## src/rtl/cache_bus_arbiter.sv

```systemverilog
// N-requester arbiter serialising private-cache requests onto one downstream port.
// Round-robin by default; define ARB_FIXED_PRIORITY_EN for lowest-index-wins priority.
module cache_bus_arbiter #(
  parameter  int NUM_REQ       = 4,
  parameter  int ADDRESS_WIDTH = 32,
  parameter  int DATA_WIDTH    = 32,
  localparam int GRANT_W       = $clog2(NUM_REQ)
) (
  input  logic                             clk,
  input  logic                             reset,
  input  logic [NUM_REQ-1:0]               req_valid,
  input  logic [NUM_REQ-1:0]               req_write,
  input  logic [NUM_REQ*ADDRESS_WIDTH-1:0] req_addr,
  input  logic [NUM_REQ*DATA_WIDTH-1:0]    req_wdata,
  output logic [NUM_REQ-1:0]               resp_valid,
  output logic [DATA_WIDTH-1:0]            resp_rdata,
  output logic                             mem_req_valid,
  output logic                             mem_req_write,
  output logic [ADDRESS_WIDTH-1:0]         mem_addr,
  output logic [DATA_WIDTH-1:0]            mem_wdata,
  input  logic                             mem_req_ready,
  input  logic                             mem_resp_valid,
  input  logic [DATA_WIDTH-1:0]            mem_rdata,
  output logic [GRANT_W-1:0]               grant_id,
  output logic                             busy
);

  typedef enum logic [1:0] {IDLE, ISSUE, WAIT, RESP} state_t;
  state_t state, state_nxt;

  logic [NUM_REQ-1:0][ADDRESS_WIDTH-1:0] addr_lane;
  logic [NUM_REQ-1:0][DATA_WIDTH-1:0]    wdata_lane;
  logic [GRANT_W-1:0]                    winner;
  logic                                  any_req;

  for (genvar g = 0; g < NUM_REQ; g++) begin : g_lane
    assign addr_lane[g]  = req_addr[g*ADDRESS_WIDTH +: ADDRESS_WIDTH];
    assign wdata_lane[g] = req_wdata[g*DATA_WIDTH +: DATA_WIDTH];
  end

  assign any_req = |req_valid;

`ifdef ARB_FIXED_PRIORITY_EN
  always_comb begin
    winner = '0;
    for (int i = NUM_REQ - 1; i >= 0; i--)
      if (req_valid[i]) winner = GRANT_W'(i);
  end
`else
  logic [GRANT_W-1:0] rr_ptr;
  logic               found;

  // Two passes: indices at/above rr_ptr first, then the wrapped lower half.
  always_comb begin
    winner = '0;
    found  = 1'b0;
    for (int i = 0; i < NUM_REQ; i++)
      if (!found && req_valid[i] && (GRANT_W'(i) >= rr_ptr)) begin
        winner = GRANT_W'(i);
        found  = 1'b1;
      end
    for (int i = 0; i < NUM_REQ; i++)
      if (!found && req_valid[i]) begin
        winner = GRANT_W'(i);
        found  = 1'b1;
      end
  end

  always_ff @(posedge clk or posedge reset) begin
    if (reset)
      rr_ptr <= '0;
    else if (state == RESP)
      rr_ptr <= (grant_id == GRANT_W'(NUM_REQ - 1)) ? '0 : grant_id + GRANT_W'(1);
  end
`endif

  always_ff @(posedge clk or posedge reset) begin
    if (reset) state <= IDLE;
    else       state <= state_nxt;
  end

  always_comb begin
    state_nxt     = state;
    mem_req_valid = 1'b0;
    busy          = 1'b1;
    unique case (state)
      IDLE: begin
        busy = 1'b0;
        if (any_req) state_nxt = ISSUE;
      end
      ISSUE: begin
        mem_req_valid = 1'b1;
        if (mem_req_ready) state_nxt = WAIT;
      end
      WAIT:    if (mem_resp_valid) state_nxt = RESP;
      RESP:    state_nxt = IDLE;
      default: state_nxt = IDLE;
    endcase
  end

  // Payload is captured only at grant time, so requesters may change req_* afterwards.
  always_ff @(posedge clk or posedge reset) begin
    if (reset) begin
      grant_id      <= '0;
      mem_req_write <= 1'b0;
      mem_addr      <= '0;
      mem_wdata     <= '0;
      resp_valid    <= '0;
      resp_rdata    <= '0;
    end else begin
      resp_valid <= '0;
      if (state == IDLE && any_req) begin
        grant_id      <= winner;
        mem_req_write <= req_write[winner];
        mem_addr      <= addr_lane[winner];
        mem_wdata     <= wdata_lane[winner];
      end
      if (state == WAIT && mem_resp_valid) begin
        resp_valid <= NUM_REQ'(1) << grant_id;
        resp_rdata <= mem_rdata;
      end
    end
  end

endmodule
```

## config.mk

```make
export PLATFORM = sky130hd
export DESIGN_NAME = cache_bus_arbiter
export DESIGN_NICKNAME = d
export VERILOG_FILES = /design/src/rtl/cache_bus_arbiter.sv
export SDC_FILE = /design/constraint.sdc
export NUM_CORES = 1
export LEC_CHECK = 0
export ABC_AREA = 0
export BUFFER_PORTS_ARGS = -buffer_cell sky130_fd_sc_hd__buf_2
export CORE_AREA = 10 10 150 152
export CTS_CLUSTER_DIAMETER = 200
export DETAILED_ROUTE_END_ITERATION = 12
export DIE_AREA = 0 0 160 162
export GPL_ROUTABILITY_DRIVEN = 0
export GPL_TIMING_DRIVEN = 0
export SETUP_SLACK_MARGIN = 0.2
export SYNTH_ARGS = -nofsm -noshare
export SYNTH_HDL_FRONTEND = slang
export SYNTH_SLANG_ARGS = --single-unit
```

## constraint.sdc

```tcl
create_clock -name clk -period 4.2 [get_ports clk]
set_input_delay 0.63 -clock clk [delete_from_list [all_inputs] [get_ports clk]]
set_output_delay 0.63 -clock clk [all_outputs]
set_load 0.02 [all_outputs]
```

Yosys cells after proc, flatten, opt, wreduce, memory -nomap -nowiden
Cells that the tools add are included.
Word-level totals
  register bits: 107
  input bits: 300
  output and inout port bits: 105
  logic and storage cells: 73
Cells by class
  $add $sub $neg: 1
  magnitude comparators: 5
  equal/unequal tests: 7
  shift-type cells: 1
  mux-type cells: 28
  reduce and logical (&&, ||, !) cells: 23
Operator list (number)
  32-bit binary-select mux with 2-bit select: 2
  32-bit two-way mux: 2
  2-bit two-way mux: 10
  1-bit logical AND: 13
  1-bit two-way mux: 11
  2-bit one-hot mux with 4 select lines: 1
  1-bit logical NOT: 7
  2-bit == test, second input constant: 3
  2-bit inequality test, second input constant: 3
  1-bit by 2-bit greater-or-equal comparator with 1-bit output, first input constant: 2
  2-bit greater-or-equal comparator, first input constant: 2
  4-bit two-way mux: 1
  4-bit OR reduction: 1
  1-bit by 2-bit left shift with 4-bit output, first input constant: 1
  2-bit by 3-bit less-than comparator with 1-bit output, second input constant: 1
  3-bit AND reduction: 1
  2-bit by 1-bit adder with 2-bit output, second input constant: 1
  1-bit binary-select mux with 2-bit select: 1
  2-bit by 1-bit == test with 1-bit output, second input constant: 1
  2-bit logical NOT: 1

Logic depth before layout (Yosys ltp)
Gate-level depths: netlist of the first run.
  depth after elaboration: 29
  mapped depth: 9
  depth with buffers taken out: 7

Worst setup path before layout of the first run
No wires, ideal clock.
  path kind: input-to-reg
  from: input req_valid[2]
  to: register mem_wdata[10]
  library setup time: 0.142 ns
  data arrival time: 1.864 ns
  setup slack: 2.194 ns
  stages on the path: 8
  path buffers: 3
  path through: mux2i_1 -> nor2_1 -> or3_1 -> buf_2 -> buf_6 -> buf_6 -> a221oi_2 -> a211oi_1
On the way
  cells in the longest elaborated chain, start to end: 21
  elaborated cells on any way between the ends: 28
RTL lines
  start: declaration: RTL line 11  | input logic [NUM_REQ-1:0] req_valid,
  1-bit logical AND (2 in series): RTL line 58  | if (!found && req_valid[i] && (GRANT_W'(i) >= rr_ptr)) begin
  1-bit two-way mux: RTL line 58
  1-bit logical NOT: RTL line 58
  1-bit logical AND (2 in series): RTL line 58
  1-bit two-way mux: RTL line 58
  1-bit logical NOT: RTL line 63  | if (!found && req_valid[i]) begin
  1-bit logical AND: RTL line 63
  1-bit two-way mux: RTL line 63
  (+3 left out)
  1-bit logical NOT: RTL line 63
  1-bit logical AND: RTL line 63
  1-bit two-way mux: RTL line 63
  1-bit logical NOT: RTL line 63
  1-bit logical AND: RTL line 63
  2-bit two-way mux: RTL line 63
  32-bit binary-select mux with 2-bit select: RTL line 116  | mem_wdata <= wdata_lane[winner];
  32-bit two-way mux (not written as such): RTL line 116
  end signal: assignment: RTL line 116
  end: declaration: RTL line 20  | output logic [DATA_WIDTH-1:0] mem_wdata,
Parallel ways exist; a longest one is shown, timed or not. The select of a mux whose other input is x is not followed.
A chain may end at the register's enable or synchronous reset.

Worst setup path after layout of the first run
  from: register state[0]
  to: register mem_wdata[7]
On the way
  cells in the longest elaborated chain, start to end: 2
RTL lines
  start: declaration: RTL line 29  | state_t state, state_nxt;
  start signal: assignment: RTL line 79  | else state <= state_nxt;
  2-bit logical NOT: RTL line 112  | if (state == IDLE && any_req) begin
  1-bit logical AND: RTL line 112
Every way passes these cells.

==> results of run 1 <==
[cells by family (layout without fill, tap and decap cells)]
kind of cell	count (synthesis)	count (layout)
buf+inv	62	483
fa+ha+maj	8	8
simple gates	152	152
mux	99	99
compound gates	140	140
flops	107	107
[worst max-delay path: stages, from the launching register on]
cell and delay (ps):
dfrtp_1 430, inv_1 100, ha_1 210, inv_1 70, nor2_1 160, clkbuf_1 540, clkbuf_1 500, nor2_1 80
a211oi_1 210
[sequential cells by signal, summed over array words and instances (netlist names)]
signal         cells
resp_valid         4
grant_id           2
state              2
mem_wdata         32
mem_addr          32
mem_req_write      1
resp_rdata        32
rr_ptr             2
[synthesized netlist by cell type]
library cell / number
o22ai_1: 1
inv_1: 9
a21oi_1: 2
nand2_1: 5
a21o_1: 1
a221oi_1: 43
nor2b_1: 2
nor2_1: 69
a211oi_1: 65
nor4_2: 1
o21ai_0: 1
nor3_1: 1
mux2i_1: 66
mux2_2: 1
mux2_1: 32
buf_4: 3
buf_6: 8
clkbuf_1: 29
or3_1: 1
a221oi_2: 24
o32a_1: 1
ha_1: 8
buf_2: 8
buf_1: 5
o21ai_1: 2
nand2b_1: 3
and2_1: 65
or2_1: 1
dfrtp_1: 107
and3_1: 4
[power breakdown]
group	total, mW	switching (mW)	leakage [nW]	internal [mW]
Combinational	3.50	2.22	3.01	1.28
Sequential	1.83	0.276	1.23	1.55
Clock	0.845	0.430	0.141	0.415
Total	6.17	2.93	4.38	3.25
[per-layer routing]
metal  vias to the layer above  wire length, microns
met4                         4                   434
met1                      2910                 10500
met3                        31                  2090
met5                         -                    22
met2                       281                 13900
li1                       2959                     -
[per-stage QoR]
| stage | hold WS, ps | total power [mW] | util, % | worst slack (ps) | TNS, ps |
|---|---|---|---|---|---|
| detailed placement | 475 | 5.40 | 44.1 | 1590 | 0 |
| global route | 395 | 6.61 | 45.6 | 1490 | 0 |
| global placement | 468 | 5.36 | 43.9 | -755 | -79500 |
| CTS | 365 | 6.26 | 45.6 | 1740 | 0 |
| floorplan | 528 | 4.09 | - | 753 | 0 |
| finish | 350 | 6.17 | 45.6 | 1790 | 0 |
[cell type report]
class                   instances  area [sq um]
fillers                      1955         10600
flip-flops and latches        107          2680
repair buffers                405          2050
clock inverters                 7          62.6
clock buffers                   9           225
plain buffers                  53           280
inverters                       9          36.3
well taps                     265           332
multi-input cells             399          3180
[final timing paths]
path	slack (ps)	startpoint	to
min in group clk	490	mem_rdata[14]	resp_rdata[14]$_DFFE_PP0P_
setup reg to reg	1790	state[0]$_DFFE_PP0P_	mem_wdata[7]$_DFFE_PP0P_
setup / recovery	1790	state[0]$_DFFE_PP0P_	mem_wdata[7]$_DFFE_PP0P_
hold reg to reg	490	resp_rdata[25]$_DFFE_PP0P_	resp_rdata[25]$_DFFE_PP0P_
hold / removal	350	reset	resp_rdata[13]$_DFFE_PP0P_
max in group asynchronous	3120	reset	mem_addr[2]$_DFFE_PP0P_
==> results.sh, run 1 <==
export IMPL_cts_resized=0
export IMPL_synth_top_cell_by_area="dfrtp_1"
export IMPL_dr_first_iter_drc_count=295
export IMPL_grt_max_degree=64
export IMPL_period_minus_slack_ps=2410
export IMPL_clk_latency_ps=360
export IMPL_antenna_found_initial=2
export IMPL_synthCells=568
export IMPL_start_util_pct=31.8
export IMPL_core_rowCount=51
export IMPL_hold_buffers=0
export IMPL_status="finished clean"
export IMPL_synth_top_cells_by_area="dfrtp_1, mux2i_1, a211oi_1"
export IMPL_final_area_sq_um=8840
export IMPL_critical_path_endpoint_type="register"
export IMPL_drt_pass1_iter_count=5
export IMPL_die_area_sq_um=25900
export IMPL_finalCritPeriodShare_pct=57.3
export IMPL_synthMuxAreaShare_pct=16.7
export IMPL_io_buffers=404
export IMPL_top_usage_layer="met2"
export IMPL_worstMarginPinSlew_ps=678
export IMPL_ys_ff_latch=107
export IMPL_synthXorXnorAreaFrac_pct=0
export IMPL_overflow=0
export IMPL_grtUsageMet2_pct=35.2
export IMPL_setup_violations_final=0
export IMPL_maxCapViolCount=0
export IMPL_synth_top_family_by_area="compound AO/OA/AOI/OAI gates"
export IMPL_synth_fp_nets=876
export IMPL_grtUsageMet1_pct=21.9
export IMPL_core_sq_um=19400
export IMPL_layout_cells_non_filler=1254
export IMPL_r2r_worst_path_cells=8
export IMPL_area_delta_synth_final_pct=43.3
export IMPL_cts_tree="built"
export IMPL_post_drt_wl_per_cell_microns=21.5
export IMPL_fin_worst_skew_ps=14.4
export IMPL_grt_util_met3_pct=6.55
export IMPL_irDropWorstVdd_mv=0.238
export IMPL_drc_errors=0
export IMPL_final_common_cell="buf_2"
export IMPL_arrival_ps=2660
export IMPL_routed_wl_microns=27000
export IMPL_vias_per_cell=4.93
export IMPL_synth_warning_count=0
export IMPL_h_tree_depth=3
export IMPL_hold_viol_final=0
export IMPL_die_h_microns=162
export IMPL_path_clk_slew_ps=80
export IMPL_cts_buffers=9
export IMPL_synth_top_area_share_pct=43.4
export IMPL_worst_setup_path_start_kind="register"
export IMPL_finalMaxSlewViolations=0
export IMPL_via_count=6185
export IMPL_io_pins=405
export IMPL_synth_fa_ha_area_share_pct=1.62
export IMPL_cp_max_fo=10
export IMPL_syn_area_sq_um=6170
export IMPL_rsz0062_at_grt="no"
export IMPL_dp_hpwl_microns=22300
export IMPL_drive_above_1_share_pct=47.2
export IMPL_fmax_mhz=416
export IMPL_clock_path_buffers=2
export IMPL_dp_cells=1238
export IMPL_drtAntennaViolNets=0
export IMPL_final_nets=1292
export IMPL_yosys_area_share_simple_pct=12.5
export IMPL_clock_root_buffer="clkbuf_16"
export IMPL_grt_usage_pct=19.7
export IMPL_cts_setup_buffers=0
export IMPL_clkSinkCount=107
export IMPL_path_class="reg2reg"
export IMPL_grt_pass1_wl_microns=40000
export IMPL_final_cell_mix="buf_2, dfrtp_1, nor2_1"
export IMPL_yosysUniqueCellTypes=30
export IMPL_synth_compound_area_share_pct=20.6
export IMPL_placed_area_sq_um=8550
export IMPL_avgSynthCellArea_sq_um=10.9
export IMPL_max_slew_margin_pct=54.8
export IMPL_leakage_nw=4.38
export IMPL_pwr_density_cell_nw_per_um2=699
export IMPL_antenna_cells=0
export IMPL_hold_path_class="in2async"
export IMPL_die_x_microns=160
export IMPL_required_ps=4460
export IMPL_ys_seq_area_share_pct=43.4
export IMPL_grt_pass1_vias=6669
Power figures use the tool's default switching activity.
==> run 2, diff against run 1 <==
--- a/config.mk
+++ b/config.mk
@@ -7,12 +7,13 @@
 export LEC_CHECK = 0
 export ABC_AREA = 0
 export BUFFER_PORTS_ARGS = -buffer_cell sky130_fd_sc_hd__buf_2
-export CORE_AREA = 10 10 150 152
+export CORE_AREA = 10 10 149 151
 export CTS_CLUSTER_DIAMETER = 200
 export DETAILED_ROUTE_END_ITERATION = 12
-export DIE_AREA = 0 0 160 162
+export DIE_AREA = 0 0 159 161
 export GPL_ROUTABILITY_DRIVEN = 0
 export GPL_TIMING_DRIVEN = 0
+export PLACE_DENSITY = 0.66
 export SETUP_SLACK_MARGIN = 0.2
 export SYNTH_ARGS = -nofsm -noshare
 export SYNTH_HDL_FRONTEND = slang
==> constraint.sdc (replaced) <==
create_clock -name clk -period 2.1 [get_ports clk]
set_input_delay 0.315 -clock clk [delete_from_list [all_inputs] [get_ports clk]]
set_output_delay 0.315 -clock clk [all_outputs]
set_load 0.02 [all_outputs]
==> results.sh, run 2 (synthesis results as in run 1) <==
export IMPL_die_x_microns=159
export IMPL_cts_tree="built"
export IMPL_grt_max_degree=40
export IMPL_arrival_ps=2280
export IMPL_post_drt_wl_per_cell_microns=22.5
export IMPL_final_nets=1301
export IMPL_pwr_density_cell_nw_per_um2=1420
export IMPL_hold_path_class="in2async"
export IMPL_final_cell_mix="buf_2, dfrtp_1, nor2_1"
export IMPL_dp_hpwl_microns=21800
export IMPL_rsz0062_at_grt="yes"
export IMPL_hold_viol_final=0
export IMPL_routed_wl_microns=28400
export IMPL_hold_buffers=0
export IMPL_area_delta_synth_final_pct=60.2
export IMPL_h_tree_depth=3
export IMPL_vias_per_cell=5.10
export IMPL_core_sq_um=19200
export IMPL_cp_max_fo=10
export IMPL_worstMarginPinSlew_ps=749
export IMPL_finalCritPeriodShare_pct=97.9
export IMPL_required_ps=2330
export IMPL_path_class="reg2reg"
export IMPL_die_h_microns=161
export IMPL_irDropWorstVdd_mv=0.544
export IMPL_worst_setup_path_start_kind="register"
export IMPL_drc_errors=0
export IMPL_drtAntennaViolNets=0
export IMPL_core_rowCount=51
export IMPL_dr_first_iter_drc_count=315
export IMPL_fill_cells=1750
export IMPL_fin_worst_skew_ps=11.2
export IMPL_grt_pass1_vias=7002
export IMPL_final_common_cell="buf_2"
export IMPL_final_area_sq_um=9880
export IMPL_period_minus_slack_ps=2060
export IMPL_cts_buffers=9
export IMPL_path_clk_slew_ps=90
export IMPL_via_count=6446
export IMPL_drt_pass1_iter_count=4
export IMPL_antenna_found_initial=1
export IMPL_finalMaxSlewViolations=0
export IMPL_critical_path_endpoint_type="register"
export IMPL_status="finished clean"
export IMPL_die_area_sq_um=25600
export IMPL_placed_area_sq_um=8570
export IMPL_clock_path_buffers=2
export IMPL_fmax_mhz=486
export IMPL_overflow=0
export IMPL_maxCapViolCount=0
export IMPL_io_buffers=404
export IMPL_start_util_pct=32.1
export IMPL_drive_above_1_share_pct=59.6
export IMPL_max_slew_margin_pct=50.0
export IMPL_grt_pass1_wl_microns=41600
export IMPL_clock_root_buffer="clkbuf_16"
export IMPL_grt_usage_pct=20.5
export IMPL_leakage_nw=4.66
export IMPL_io_pins=405
export IMPL_clk_latency_ps=360
export IMPL_reg_largest_list="mem_addr (32), mem_wdata (32), resp_rdata (32)"
export IMPL_setup_violations_final=0
export IMPL_antenna_cells=0
export IMPL_clkSinkCount=107
export IMPL_fin_hold_ws_ps=74.3
run 2: cell types whose count changed in the layout (fill, tap and decap cells not counted), moves of 13 or more:
cell | before | now
clkbuf_2 | 0 | 13
mux2i_1 | 66 | 37
a211oi_1 | 65 | 37
a221oi_4 | 0 | 16
a221oi_1 | 43 | 19
clkbuf_1 | 29 | 2
mux2i_2 | 0 | 24
a211oi_2 | 0 | 28
run 2: repair_timing:
action / 4_1_cts / 5_1_grt
gates cloned: 2 / 2
buffers inserted: 3 / 1
gates resized for setup: 106 / 92
endpoints found under the setup margin: 92 / 67
pin swaps: 64 / 23
run 2: through the flow:
stage               setup TNS [ps]  power (mW)  utilization, %  instances  worst slack (ps)
floorplan                        0        8.18               -        568               279
global placement            -57030        10.7            44.4       1237              -399
detailed placement          -20770        10.8            44.6       1239              -473
CTS                              0        13.4            48.7       1260              94.8
global route                  -495        14.9            51.4       1263             -61.4
finish                           0        14.0            51.4       1263              44.3
run 2: layout make-up:
class | instances | area (sq um) | share of cell area (%)
buffer | 53 | 490 | 4.96
sequential | 107 | 2680 | 27.1
clock buffer | 9 | 225 | 2.28
inverter | 9 | 37.5 | 0.380
clock inverter | 7 | 88.8 | 0.899
multi-input combinational | 399 | 3830 | 38.8
timing repair buffer | 414 | 2200 | 22.2
tap | 265 | 332 | 3.36
run 2: report_power, final:
part	switching [mW]	internal [mW]
clock network	0.919	0.861
registers	0.548	3.10
logic	5.12	3.48
run 2: worst max-delay path: stages (launching register included):
cell	delay, ps
dfrtp_1	400
buf_4	140
nand2_2	60
a221oi_2	370
o21ai_1	190
buf_6	200
clkbuf_4	210
a221oi_2	260
a211oi_1	90
run 2: final timing paths:
check | start | to | slack [ps] | cells after the start
setup / recovery | rr_ptr[1]$_DFFE_PP0N_ | mem_wdata[28]$_DFFE_PP0P_ | 40 | 8
min in group clk | mem_rdata[11] | resp_rdata[11]$_DFFE_PP0P_ | 160 | 2
setup reg to reg | rr_ptr[1]$_DFFE_PP0N_ | mem_wdata[28]$_DFFE_PP0P_ | 40 | 8
hold / removal | reset | resp_rdata[10]$_DFFE_PP0P_ | 70 | 2
max in group asynchronous | reset | mem_wdata[25]$_DFFE_PP0P_ | 1350 | 3
hold reg to reg | resp_rdata[4]$_DFFE_PP0P_ | resp_rdata[4]$_DFFE_PP0P_ | 490 | 1
run 2: routing by layer:
layer,GRT usage (%),up-vias,share of wire (%)
met5,0,-,0.025
met2,36.4,289,52
li1,-,2978,-
met1,23.8,3145,39
met3,6.33,32,7.1
met4,4.72,2,1.8
